===== config.mk =====
export PLATFORM = sky130hd
export DESIGN_NAME = pe_tile_sequencer
export DESIGN_NICKNAME = d
export VERILOG_FILES = /design/src/rtl/systolic_pkg.sv /design/src/rtl/skew_reg.sv /design/src/rtl/pe_tile_sequencer.sv
export SDC_FILE = /design/constraint.sdc
export NUM_CORES = 1
export LEC_CHECK = 0
export ABC_AREA = 1
export CORE_MARGIN = 4
export CORE_UTILIZATION = 30
export CTS_BUF_LIST = sky130_fd_sc_hd__clkbuf_4
export CTS_CLUSTER_DIAMETER = 100
export DETAILED_ROUTE_END_ITERATION = 8
export PLACE_DENSITY = 0.71
export SLEW_MARGIN = 20
export SYNTH_ARGS = -nofsm -noshare
export SYNTH_HDL_FRONTEND = slang
export SYNTH_SLANG_ARGS = --single-unit

===== constraint.sdc =====
create_clock -name clk -period 6.1 [get_ports clk]
set_input_delay 0.915 -clock clk [delete_from_list [all_inputs] [get_ports clk]]
set_output_delay 0.915 -clock clk [all_outputs]
set_load 0.02 [all_outputs]

===== src/rtl/systolic_pkg.sv =====
// systolic_pkg: shared definitions for the FFN systolic tile controller.
//   - default operand/accumulator widths and reduction-length limit
//   - sequencer state encoding
//   - PE-index to result-slot mapping inside the packed result word
//   - helper that clamps a requested reduction length
package systolic_pkg;

  localparam int MAC_WIDTH_DEF = 9;
  localparam int ACC_WIDTH_DEF = 37;
  localparam int K_MAX_DEF     = 16;

  // Result word slot for each PE accumulator (C00, C01, C10, C11).
  localparam int SLOT_C00 = 0;
  localparam int SLOT_C01 = 1;
  localparam int SLOT_C10 = 2;
  localparam int SLOT_C11 = 3;

  typedef enum logic [2:0] {
    ST_IDLE    = 3'd0,
    ST_CLEAR   = 3'd1,
    ST_FEED    = 3'd2,
    ST_DRAIN   = 3'd3,
    ST_CAPTURE = 3'd4,
    ST_RESULT  = 3'd5
  } seq_state_t;

  // Requested reduction lengths above the array limit run at the limit.
  function automatic int unsigned clamp_k(input int unsigned k, input int unsigned k_max);
    if (k > k_max) begin
      return k_max;
    end else begin
      return k;
    end
  endfunction

endpackage


===== src/rtl/skew_reg.sv =====
// skew_reg: one-element delay register for a lane-1 PE edge operand.
//   clk, rst : clock, asynchronous active-high reset
//   en_i     : load d_i (one array step)
//   clr_i    : synchronous zero, takes priority over en_i
//   d_i      : operand to delay
//   q_o      : delayed operand
module skew_reg
  import systolic_pkg::*;
#(
  parameter int WIDTH = MAC_WIDTH_DEF
) (
  input  logic             clk,
  input  logic             rst,
  input  logic             en_i,
  input  logic             clr_i,
  input  logic [WIDTH-1:0] d_i,
  output logic [WIDTH-1:0] q_o
);

  logic [WIDTH-1:0] q_q;
  logic [WIDTH-1:0] q_d;

  // Next value: zero on clear, new operand on a step, otherwise hold.
  always_comb begin
    q_d = q_q;
    if (clr_i) begin
      q_d = {WIDTH{1'b0}};
    end else if (en_i) begin
      q_d = d_i;
    end else begin
      q_d = q_q;
    end
  end

  // Storage register.
  always_ff @(posedge clk or posedge rst) begin
    if (rst) begin
      q_q <= {WIDTH{1'b0}};
    end else begin
      q_q <= q_d;
    end
  end

  assign q_o = q_q;

endmodule


===== src/rtl/pe_tile_sequencer.sv =====
// pe_tile_sequencer: runs one 2x2 PE tile through C = A*B of length K.
//   start_i/cfg_k_i            : job start and reduction length (IDLE only)
//   busy_o                     : job in progress
//   a_*/b_* streams            : A column {A1,A0} and B row {B1,B0} per step
//   pe_a_*/pe_b_*              : skewed PE edge operands (lane 1 one step late)
//   pe_acc_en_o / pe_clr_o     : PE step enable and accumulator clear
//   pe_acc_0..3_i              : PE accumulators C00, C01, C10, C11
//   res_* stream               : captured {C11, C10, C01, C00}
//   done_o                     : one-cycle pulse after the result handshake
module pe_tile_sequencer
  import systolic_pkg::*;
#(
  parameter int MAC_WIDTH = MAC_WIDTH_DEF,
  parameter int ACC_WIDTH = ACC_WIDTH_DEF,
  parameter int K_MAX     = K_MAX_DEF,
  parameter int CNT_W     = $clog2(K_MAX + 1)
) (
  input  logic                   clk,
  input  logic                   rst,
  input  logic                   start_i,
  input  logic [CNT_W-1:0]       cfg_k_i,
  output logic                   busy_o,
  input  logic                   a_valid_i,
  output logic                   a_ready_o,
  input  logic [2*MAC_WIDTH-1:0] a_data_i,
  input  logic                   b_valid_i,
  output logic                   b_ready_o,
  input  logic [2*MAC_WIDTH-1:0] b_data_i,
  output logic [MAC_WIDTH-1:0]   pe_a_0_o,
  output logic [MAC_WIDTH-1:0]   pe_a_1_o,
  output logic [MAC_WIDTH-1:0]   pe_b_0_o,
  output logic [MAC_WIDTH-1:0]   pe_b_1_o,
  output logic                   pe_acc_en_o,
  output logic                   pe_clr_o,
  input  logic [ACC_WIDTH-1:0]   pe_acc_0_i,
  input  logic [ACC_WIDTH-1:0]   pe_acc_1_i,
  input  logic [ACC_WIDTH-1:0]   pe_acc_2_i,
  input  logic [ACC_WIDTH-1:0]   pe_acc_3_i,
  output logic                   res_valid_o,
  input  logic                   res_ready_i,
  output logic [4*ACC_WIDTH-1:0] res_data_o,
  output logic                   done_o
);

  localparam logic [CNT_W-1:0] CNT_ZERO = CNT_W'(0);
  localparam logic [CNT_W-1:0] CNT_ONE  = CNT_W'(1);

  seq_state_t             state_q;
  logic [CNT_W-1:0]       k_q;
  logic [CNT_W-1:0]       step_q;
  logic                   busy_q;
  logic                   res_valid_q;
  logic                   done_q;
  logic [4*ACC_WIDTH-1:0] res_data_q;

  logic                   in_feed;
  logic                   in_drain;
  logic                   joint_xfer;
  logic                   step_en;
  logic                   skew_clr;
  logic [MAC_WIDTH-1:0]   skew_a;
  logic [MAC_WIDTH-1:0]   skew_b;

  assign in_feed    = (state_q == ST_FEED);
  assign in_drain   = (state_q == ST_DRAIN);
  // A and B are consumed only as a pair; each pair is one array step.
  assign joint_xfer = in_feed & a_valid_i & b_valid_i;
  assign step_en    = joint_xfer | in_drain;
  // Zero the skew at job start, and during drain so the second drain step sees 0.
  assign skew_clr   = (state_q == ST_CLEAR) | in_drain;

  assign a_ready_o   = joint_xfer;
  assign b_ready_o   = joint_xfer;
  assign pe_acc_en_o = step_en;
  assign pe_clr_o    = (state_q == ST_CLEAR);
  assign busy_o      = busy_q;
  assign res_valid_o = res_valid_q;
  assign res_data_o  = res_data_q;
  assign done_o      = done_q;

  skew_reg #(.WIDTH(MAC_WIDTH)) u_skew_a (
    .clk   (clk),
    .rst   (rst),
    .en_i  (joint_xfer),
    .clr_i (skew_clr),
    .d_i   (a_data_i[2*MAC_WIDTH-1:MAC_WIDTH]),
    .q_o   (skew_a)
  );

  skew_reg #(.WIDTH(MAC_WIDTH)) u_skew_b (
    .clk   (clk),
    .rst   (rst),
    .en_i  (joint_xfer),
    .clr_i (skew_clr),
    .d_i   (b_data_i[2*MAC_WIDTH-1:MAC_WIDTH]),
    .q_o   (skew_b)
  );

  // PE edge operands: lane 0 live from the streams, lane 1 from the skew registers.
  always_comb begin
    pe_a_0_o = {MAC_WIDTH{1'b0}};
    pe_b_0_o = {MAC_WIDTH{1'b0}};
    pe_a_1_o = {MAC_WIDTH{1'b0}};
    pe_b_1_o = {MAC_WIDTH{1'b0}};
    if (joint_xfer) begin
      pe_a_0_o = a_data_i[MAC_WIDTH-1:0];
      pe_b_0_o = b_data_i[MAC_WIDTH-1:0];
    end else begin
      pe_a_0_o = {MAC_WIDTH{1'b0}};
      pe_b_0_o = {MAC_WIDTH{1'b0}};
    end
    if (step_en) begin
      pe_a_1_o = skew_a;
      pe_b_1_o = skew_b;
    end else begin
      pe_a_1_o = {MAC_WIDTH{1'b0}};
      pe_b_1_o = {MAC_WIDTH{1'b0}};
    end
  end

  // Job sequencer: state, step counter, result capture and status flags.
  always_ff @(posedge clk or posedge rst) begin
    if (rst) begin
      state_q     <= ST_IDLE;
      k_q         <= CNT_ZERO;
      step_q      <= CNT_ZERO;
      busy_q      <= 1'b0;
      res_valid_q <= 1'b0;
      done_q      <= 1'b0;
      res_data_q  <= {(4*ACC_WIDTH){1'b0}};
    end else begin
      done_q <= 1'b0;
      case (state_q)
        ST_IDLE: begin
          if (start_i) begin
            k_q     <= CNT_W'(clamp_k(32'(cfg_k_i), K_MAX));
            step_q  <= CNT_ZERO;
            busy_q  <= 1'b1;
            state_q <= ST_CLEAR;
          end else begin
            state_q <= ST_IDLE;
          end
        end
        ST_CLEAR: begin
          // K = 0 has nothing to feed; the cleared accumulators are the result.
          if (k_q == CNT_ZERO) begin
            state_q <= ST_CAPTURE;
          end else begin
            state_q <= ST_FEED;
          end
        end
        ST_FEED: begin
          if (joint_xfer) begin
            if (step_q == (k_q - CNT_ONE)) begin
              step_q  <= CNT_ZERO;
              state_q <= ST_DRAIN;
            end else begin
              step_q <= step_q + CNT_ONE;
            end
          end else begin
            step_q <= step_q;
          end
        end
        ST_DRAIN: begin
          // Two flush steps push the skewed lane-1 tail through PE(1,1).
          if (step_q == CNT_ONE) begin
            step_q  <= CNT_ZERO;
            state_q <= ST_CAPTURE;
          end else begin
            step_q <= step_q + CNT_ONE;
          end
        end
        ST_CAPTURE: begin
          res_data_q[SLOT_C00*ACC_WIDTH +: ACC_WIDTH] <= pe_acc_0_i;
          res_data_q[SLOT_C01*ACC_WIDTH +: ACC_WIDTH] <= pe_acc_1_i;
          res_data_q[SLOT_C10*ACC_WIDTH +: ACC_WIDTH] <= pe_acc_2_i;
          res_data_q[SLOT_C11*ACC_WIDTH +: ACC_WIDTH] <= pe_acc_3_i;
          res_valid_q <= 1'b1;
          state_q     <= ST_RESULT;
        end
        ST_RESULT: begin
          if (res_ready_i) begin
            res_valid_q <= 1'b0;
            busy_q      <= 1'b0;
            done_q      <= 1'b1;
            state_q     <= ST_IDLE;
          end else begin
            state_q <= ST_RESULT;
          end
        end
        default: begin
          state_q     <= ST_IDLE;
          step_q      <= CNT_ZERO;
          busy_q      <= 1'b0;
          res_valid_q <= 1'b0;
        end
      endcase
    end
  end

endmodule


==> results of run 1 <==
==> cells in the final DEF (no fill, tap or decap), types with 2 or more instances in the layout <==
cell type	netlist	layout
nor3_1	2	2
nor2_1	34	34
nand2_1	537	536
xor2_1	2	2
clkbuf_4	0	17
nand2_4	1	2
buf_4	12	4
clkdlybuf4s50_1	0	385
inv_1	57	55
ha_1	3	3
a21oi_1	3	3
nand4_1	3	3
dfrtp_1	182	182
clkinv_4	0	4
inv_6	0	4
clkinv_1	1	3
nand3_1	40	40
o21ai_0	7	7
inv_8	0	4
clkinv_8	0	2
==> sequential cells by signal, indices dropped and copies added, names as in the netlist <==
register      count
u_skew_a.q_o      9
state_q           3
u_skew_b.q_o      9
step_q            5
res_data_o      148
k_q               5
done_o            1
res_valid_o       1
busy_o            1
==> final timing paths <==
| kind | to | startpoint | slack [ns] | cells past startpoint |
|---|---|---|---|---|
| worst max-delay path | pe_a_1_o[6] | state_q[2] | 1.77 | 8 |
| worst min-delay path | res_data_o[71] | res_data_o[71] | 0.50 | 2 |
| worst max register to register | res_data_o[140] | state_q[0] | 3.42 | 6 |
| worst min register to register | res_data_o[71] | res_data_o[71] | 0.50 | 2 |
| max in group asynchronous | res_data_o[23] | rst | 4.02 | 3 |
| min in group asynchronous | k_q[1] | rst | 0.84 | 2 |
==> worst reg2reg max path, delay by kind of cell (launching register included) <==
kind	cells	cell delay (ns)
AND/OR/NAND/NOR	4	0.88
flip-flops	1	0.48
buffers and inverters	2	1.30
==> metal layers <==
| layer | routed length (um) | share of wire [%] |
|---|---|---|
| met1 | 10100 | 42 |
| met2 | 11800 | 49 |
| met3 | 1780 | 7.4 |
| met4 | 397 | 1.6 |
| met5 | 0 | 0 |
==> power by group <==
group / leakage (nW) / internal, W / switching (W)
Clock: 0.149 / 0.000181 / 0.000477
Combinational: 3.71 / 0.000178 / 0.000139
Sequential: 1.70 / 0.00124 / 0.0000331
Total: 5.56 / 0.00160 / 0.000649
==> cells by family (layout without fill, tap and decap cells) <==
| logic type | after synthesis | count (layout) | share of synthesized area (%) |
|---|---|---|---|
| fa+ha+maj | 3 | 3 | 0.496 |
| simple gates | 620 | 620 | 31.9 |
| flops | 182 | 182 | 60.2 |
| xor+xnor | 2 | 2 | 0.232 |
| compound gates | 12 | 12 | 0.993 |
| other cells | 0 | 1 | 0 |
| buf+inv | 100 | 481 | 6.16 |
==> synthesized netlist by cell type, drive strengths merged <==
cell type | number | area (sq um)
clkbuf | 5 | 18.8
o41ai | 1 | 8.76
nand2 | 539 | 2030
ha | 3 | 37.5
clkinv | 1 | 3.75
nor3 | 2 | 10.0
xor2 | 2 | 17.5
buf | 36 | 225
nand4 | 3 | 18.8
nor2 | 35 | 139
o21ai | 8 | 51.3
a21oi | 3 | 15.0
dfrtp | 182 | 4550
inv | 58 | 218
nand3 | 41 | 210
==> stage by stage <==
step	util, %	power [W]	cell area (sq um)	setup slack (ns)	cells
floorplan	-	0.00143	7560	0.241	919
global placement	47.4	0.00161	11600	1.88	1591
detailed placement	47.4	0.00162	11600	1.82	1591
CTS	48.5	0.00229	11900	1.71	1623
global route	48.6	0.00238	11900	1.45	1625
finish	48.6	0.00225	11900	1.77	1625
==> layout make-up <==
type,instances,area (sq um)
fill,2343,12600
timing repair buffer,390,3910
inverter,59,231
clock inverter,15,143
multi-input combinational,637,2550
clock buffer,17,128
tap,324,405
sequential,182,4550
antenna,1,2.50
==> impl_metrics.yaml, run 1 <==
die:
  die_x_um: 167
  row_count: 57
  dieHeight_um: 167
  ios: 386
  die_area_sq_mm: 0.0278
  core_area_sq_mm: 0.0245
  start_util_pct: 30.8
cts:
  cts_setup_buffers: 0
  h-tree-depth: 4
  clockBufferDepth: 2
  root_buffer: "clkbuf_4"
  cts_resized: 0
  cts_tree: "yes"
  clock_sinks: 182
  holdBufCountCts: 0
  numCtsBuffers: 17
  cts.clk_slew.worst_paths_ns: 0.16
  clock_latency_ns: 0.56
sta:
  fin_crit_sh_pct: 70.9
  worst_slew_margin_rel_pct: 46.1
  drv_slew: 0
  holdWs_ns: 0.496
  worstMarginPinSlew_ns: 0.807
  setup_violations: 0
  hold_violations: 0
  finalClockSkew_ns: 0.0339
  rsz0062_at_grt: "no"
  finalCriticalPeriod_ns: 4.33
  finalSetupTns_ns: 0
  fmax_ghz: 0.231
synthesis:
  avgSynthCellArea_sq_um: 8.23
  ys_types: 25
  yosysSeqAreaShare_pct: 60.2
  yosys_warnings: 0
  ys_ff_latch: 182
  netlist_area_sq_mm: 0.00756
  syn-num-nets: 1117
  syn_inst: 919
worst_setup_path:
  cp_cell_sequence: "inv_2, nand2_4, nor2_4, nand3_2, o21ai_4, nand2_1, inv_1, clkdlybuf4s50_1"
  cpMaxStageDelayCell: "nand3_2"
  worstSetupPathType: "reg -> out"
  worst_setup_path_start_kind: "register"
  required_ns: 5.18
  critPathTopFamily: "simple AND/OR/NAND/NOR gates"
  crit_arrival_ns: 3.41
  path_max_fanout: 39
  cp_slowest_stage_delay_ns: 0.64
  path_buf_inv: 3
  cp-end-kind: "primary output"
grt:
  grt_use_met2_pct: 28.8
  grt.busiest_layer: "met2"
  antenna_found_initial: 1
  grt_pass1_vias: 7142
  met1_usage_pct: 20.9
  gr-usage-all-layers_pct: 16.9
  grt_max_degree: 108
  grt_overflow_total: 0
  grt_pass1_wl_um: 38100
  gr-usage-met3_pct: 5.05
cells_and_area:
  nets: 1485
  drive_above_1_share_pct: 3.38
  area_growth_pct: 57.7
placed_design:
  dp_hpwl_um: 17600
  io_buffers: 385
  gp_congestion: 0.806
power_and_ir_drop:
  ir_drop_mv: 0.110
  power_leakage_nw: 5.56
  p_per_area_mw_per_mm2: 189
run_status:
  status: "finished, final reports clean"
drt:
  drt_first_pass_iters: 5
  num_vias: 7041
  ant_nets: 0
  drcViolationCount: 0
  wl_per_cell_um: 14.8
  wl_um: 24100
  avgViaCountPerCell: 4.33
  first_iter_violations: 513
worst_hold_path:
  hold_path_class: "reg -> reg"
job:
  drv_cap: 0
No activity file was read; power rests on OpenSTA's default activity.
==> run 2: changes to the inputs <==
==> constraint.sdc (replaced) <==
create_clock -name clk -period 3.82 [get_ports clk]
set_input_delay 0.573 -clock clk [delete_from_list [all_inputs] [get_ports clk]]
set_output_delay 0.573 -clock clk [all_outputs]
set_load 0.02 [all_outputs]
==> run 2 against run 1 <==
Clock skew hardly changed; first-iteration DRC count is 6.8% lower; power is 60% higher; die area stayed put.
==> impl_metrics.yaml, run 2 (synthesized netlist as in run 1, its figures left out) <==
worst_setup_path:
  r2r_start: "state_q[1]"
  cp-end-kind: "primary output"
  worst-path-stages: 7
  path_buf_inv: 3
  rrSetupSlack_ns: 1.46
  cp_slowest_stage_delay_ns: 0.61
  worst_setup_path_start_kind: "register"
  rr_endpoint: "res_data_o[88]"
  required_ns: 3.25
  path_max_fanout: 34
  worstSetupPathType: "reg -> out"
  ff2ff_path_depth: 6
  crit_arrival_ns: 2.69
  cp_cell_sequence: "inv_2, nand2_4, nor2_4, nand3_2, buf_4, nor2_1, clkdlybuf4s50_1"
  startpoint: "state_q[2]"
  setup.worst_path.end: "pe_a_0_o[6]"
  cpMaxStageDelayCell: "clkdlybuf4s50_1"
  critPathTopFamily: "buffers and inverters"
sta:
  drv_slew: 0
  fin_crit_sh_pct: 85.4
  worst_slew_margin_rel_pct: 49.5
  setup_violations: 0
  worstMarginPinSlew_ns: 0.757
  rsz0062_at_grt: "no"
  finalSetupTns_ns: 0
  finalCriticalPeriod_ns: 3.26
  hold_violations: 0
  fmax_ghz: 0.307
  holdWs_ns: 0.392
  finalClockSkew_ns: 0.0336
run_status:
  status: "finished, final reports clean"
drt:
  wl_per_cell_um: 14.8
  drcViolationCount: 0
  first_iter_violations: 478
  num_vias: 7082
  drt_first_pass_iters: 4
  avgViaCountPerCell: 4.34
  wl_um: 24100
  ant_nets: 0
grt:
  gr-usage-met3_pct: 6.68
  grt_max_degree: 73
  grt_overflow_total: 0
  grt_use_met2_pct: 27.6
  antenna_found_initial: 1
  grt_pass1_wl_um: 38700
  gr-usage-all-layers_pct: 17.1
  met1_usage_pct: 21.6
  grt.busiest_layer: "met2"
  grt_pass1_vias: 7267
cts:
  clock_sinks: 182
  numCtsBuffers: 17
  cts_tree: "yes"
  cts_resized: 0
  cts_setup_buffers: 0
  root_buffer: "clkbuf_4"
  clock_latency_ns: 0.55
  holdBufCountCts: 0
  h-tree-depth: 4
  cts.clk_slew.worst_paths_ns: 0.17
  clockBufferDepth: 2
cells_and_area:
  n_fill_cell: 2312
  stdcell_area_sq_mm: 0.0120
  final_cells: 1632
  finish.utilization_pct: 48.8
  area_growth_pct: 58.4
  largest_reg_flops: 148
  drive_above_1_share_pct: 3.90
  mostFrequentLayoutCells: "nand2_1 (536), clkdlybuf4s50_1 (385), dfrtp_1 (182)"
  layout_commonest_cell: "nand2_1"
  nets: 1492
placed_design:
  dp_hpwl_um: 17900
  io_buffers: 385
  place_area_sq_mm: 0.0117
  gp_congestion: 0.820
  dp.cells: 1599
die:
  row_count: 57
  dieHeight_um: 167
  start_util_pct: 30.8
  core_area_sq_mm: 0.0245
  die_area_sq_mm: 0.0278
  die_x_um: 167
  ios: 386
worst_hold_path:
  hold_path_class: "in -> async"
job:
  drv_cap: 0
power_and_ir_drop:
  p_per_area_mw_per_mm2: 300
  power_leakage_nw: 5.58
  ir_drop_mv: 0.168
-- run 2: cell types whose count changed in the layout (fill, tap and decap cells not counted), sizes merged --
| cell | change |
|---|---|
| buf | +7 |
| clkinvlp | +4 |
| inv | -3 |
| clkinv | -1 |
-- run 2: per-stage QoR --
step,power [W],worst slack [ns]
6_report,0.00359,0.558
5_1_grt,0.00381,0.276
4_1_cts,0.00366,0.438
3_5_place_dp,0.00259,0.940
3_3_place_gp,0.00258,0.994
2_1_floorplan,0.00228,0.910
-- run 2: cell type report --
type / count / area [sq um] / share of cell area, %
Inverter: 59 / 228 / 1.90
Clock inverter: 15 / 145 / 1.21
Tap cell: 324 / 405 / 3.38
Clock buffer: 17 / 128 / 1.07
Timing Repair Buffer: 397 / 3970 / 33.1
Antenna cell: 1 / 2.50 / 0.0209
Sequential cell: 182 / 4550 / 38.0
Multi-Input combinational cell: 637 / 2550 / 21.3
-- run 2: worst min-delay path by stage --
stage / startpoint / to / slack [ns] / cells after the start
floorplan: u_skew_a.q_o[0] / u_skew_a.q_o[0] / 0.47 / 2
finish: rst / res_data_o[108] / 0.39 / 2
CTS: rst / res_data_o[108] / 0.31 / 2
detailed placement: res_data_o[62] / res_data_o[62] / 0.46 / 2
global placement: res_data_o[111] / res_data_o[111] / 0.46 / 2
global route: rst / res_data_o[108] / 0.32 / 2
-- run 2: layer usage --
layer / part of all wire [%] / routed length (um) / up-vias
met4: 1.6 / 393 / 0
met2: 47 / 11300 / 298
li1: - / - / 3505
met1: 42 / 10200 / 3253
met3: 9.2 / 2230 / 26
met5: 0 / 0 / -
-- run 2: power by group --
group	switching, W	internal (W)	total (W)
Sequential	0.0000550	0.00198	0.00204
Clock	0.000756	0.000285	0.00104
Combinational	0.000223	0.000290	0.000512
==> run 3: changes to the inputs <==
--- a/config.mk
+++ b/config.mk
@@ -11,8 +11,7 @@
 export CTS_BUF_LIST = sky130_fd_sc_hd__clkbuf_4
 export CTS_CLUSTER_DIAMETER = 100
 export DETAILED_ROUTE_END_ITERATION = 8
-export PLACE_DENSITY = 0.71
-export SLEW_MARGIN = 20
+export PLACE_DENSITY = 0.68
 export SYNTH_ARGS = -nofsm -noshare
 export SYNTH_HDL_FRONTEND = slang
 export SYNTH_SLANG_ARGS = --single-unit
==> constraint.sdc (replaced) <==
create_clock -name clk -period 4.01 [get_ports clk]
set_input_delay 0.6015 -clock clk [delete_from_list [all_inputs] [get_ports clk]]
set_output_delay 0.6015 -clock clk [all_outputs]
set_load 0.02 [all_outputs]
==> run 3 against run 2 <==
Count of clock-buffer cells in the layout is the same; critical endpoint is now pe_b_1_o[6]; global-route usage down 0.18 points; flip-flop and latch count unchanged; cell area is 0.50% higher; worst setup slack worse by 0.15 ns; non-clock buffer count grew 1; largest power group unchanged; sequential power shrank 5%; clock power increased by 6%; final cell count is essentially flat; die area unchanged; routed wire length rose by 0.24%; via count rose by 0.97%.
==> impl_metrics.yaml, run 3 (synthesized netlist as in run 1, its figures left out) <==
run_status:
  status: "finished, final reports clean"
cts:
  cts_tree: "yes"
  cts_setup_buffers: 0
  cts_resized: 0
  clockBufferDepth: 2
  clock_sinks: 182
  cts.clk_slew.worst_paths_ns: 0.16
  holdBufCountCts: 0
  root_buffer: "clkbuf_4"
  clock_latency_ns: 0.57
  h-tree-depth: 4
  numCtsBuffers: 17
worst_setup_path:
  startpoint: "state_q[2]"
  cp_slowest_stage_delay_ns: 0.60
  path_max_fanout: 21
  r2r_start: "state_q[0]"
  rrSetupSlack_ns: 1.54
  worst_setup_path_start_kind: "register"
  cpMaxStageDelayCell: "clkdlybuf4s50_1"
  worstSetupPathType: "reg -> out"
  setup.worst_path.end: "pe_b_1_o[6]"
  cp_cell_sequence: "inv_2, nand2_4, nor2_4, nand3_2, o21ai_4, nand2_1, inv_1, clkdlybuf4s50_1"
  rr_endpoint: "state_q[0]"
  cp-end-kind: "primary output"
  required_ns: 3.41
  crit_arrival_ns: 3.00
  ff2ff_path_depth: 10
sta:
  finalSetupTns_ns: 0
  fin_crit_sh_pct: 89.8
  worst_slew_margin_rel_pct: 35.9
  rsz0062_at_grt: "no"
  hold_violations: 0
  setup_violations: 0
  finalCriticalPeriod_ns: 3.60
  fmax_ghz: 0.278
  drv_slew: 0
  worstMarginPinSlew_ns: 0.959
  finalClockSkew_ns: 0.0264
die:
  die_area_sq_mm: 0.0278
  die_x_um: 167
  ios: 386
  dieHeight_um: 167
  start_util_pct: 30.8
  row_count: 57
  core_area_sq_mm: 0.0245
grt:
  grt_max_degree: 98
  grt_pass1_vias: 6969
  gr-usage-all-layers_pct: 16.9
  antenna_found_initial: 1
  grt_pass1_wl_um: 38200
  grt_overflow_total: 0
drt:
  drcViolationCount: 0
  drt_first_pass_iters: 4
  ant_nets: 0
  first_iter_violations: 300
  num_vias: 7151
  avgViaCountPerCell: 4.38
  wl_um: 24200
  wl_per_cell_um: 14.8
placed_design:
  gp_congestion: 0.860
  io_buffers: 385
  dp_hpwl_um: 17700
power_and_ir_drop:
  power_w: 0.00354
  p_per_area_mw_per_mm2: 294
  power_leakage_nw: 5.61
  ir_drop_mv: 0.232
cells_and_area:
  largest_reg_flops: 148
  drive_above_1_share_pct: 4.13
  nets: 1493
  area_growth_pct: 59.2
  mostFrequentLayoutCells: "nand2_1 (536), clkdlybuf4s50_1 (385), dfrtp_1 (182)"
  layout_commonest_cell: "nand2_1"
job:
  drv_cap: 0
worst_hold_path:
  hold_path_class: "reg -> reg"
## run 3: per-layer routing
layer  GRT usage [%]  part of all wire [%]  wire [um]
met5               0                     0          0
met4            4.91                   1.9        453
met3            5.57                   8.0       1940
met1            21.0                    42      10300
met2            28.4                    48      11500
## run 3: worst max-delay path: cells and delay by family, from the launching register on
family / cells / cell delay (ns)
AOI/OAI and AO/OA: 1 / 0.38
buffers and inverters: 3 / 0.83
DFF: 1 / 0.46
and+or+nand+nor: 4 / 0.77
## run 3: worst min path at each step
stage | slack [ns] | end | from | depth (start not counted)
5_1_grt | 0.43 | res_data_o[139] | pe_acc_3_i[28] | 3
3_5_place_dp | 0.46 | res_data_o[82] | res_data_o[82] | 2
4_1_cts | 0.45 | res_data_o[139] | pe_acc_3_i[28] | 3
2_1_floorplan | 0.47 | u_skew_a.q_o[0] | u_skew_a.q_o[0] | 2
3_3_place_gp | 0.46 | res_data_o[74] | res_data_o[74] | 2
6_report | 0.50 | res_data_o[87] | res_data_o[87] | 2
## run 3: cell type report
type	instances	area (sq um)
Antenna cell	1	2.50
Clock buffer	17	128
Clock inverter	15	185
Fill cell	2336	12500
Inverter	59	228
Multi-Input combinational cell	637	2550
Sequential cell	182	4550
Tap cell	324	405
Timing Repair Buffer	398	3990
## run 3: metrics by stage
stage               setup slack (ns)  cells  utilization [%]  hold slack (ns)  instance area, sq um
finish                         0.409   1633             49.1            0.498                 12000
detailed placement             0.693   1600             47.8            0.464                 11700
CTS                            0.304   1632             49.1            0.454                 12000
global route                   0.130   1633             49.1            0.433                 12000
global placement               0.826   1600             47.8            0.460                 11700
floorplan                       1.07    919                -            0.469                  7560
## run 3: power breakdown
group,leakage [nW],internal [W],switching (W)
clock network,0.164,0.000349,0.000755
registers,1.70,0.00189,0.0000512
logic,3.75,0.000279,0.000217
total,5.61,0.00251,0.00102
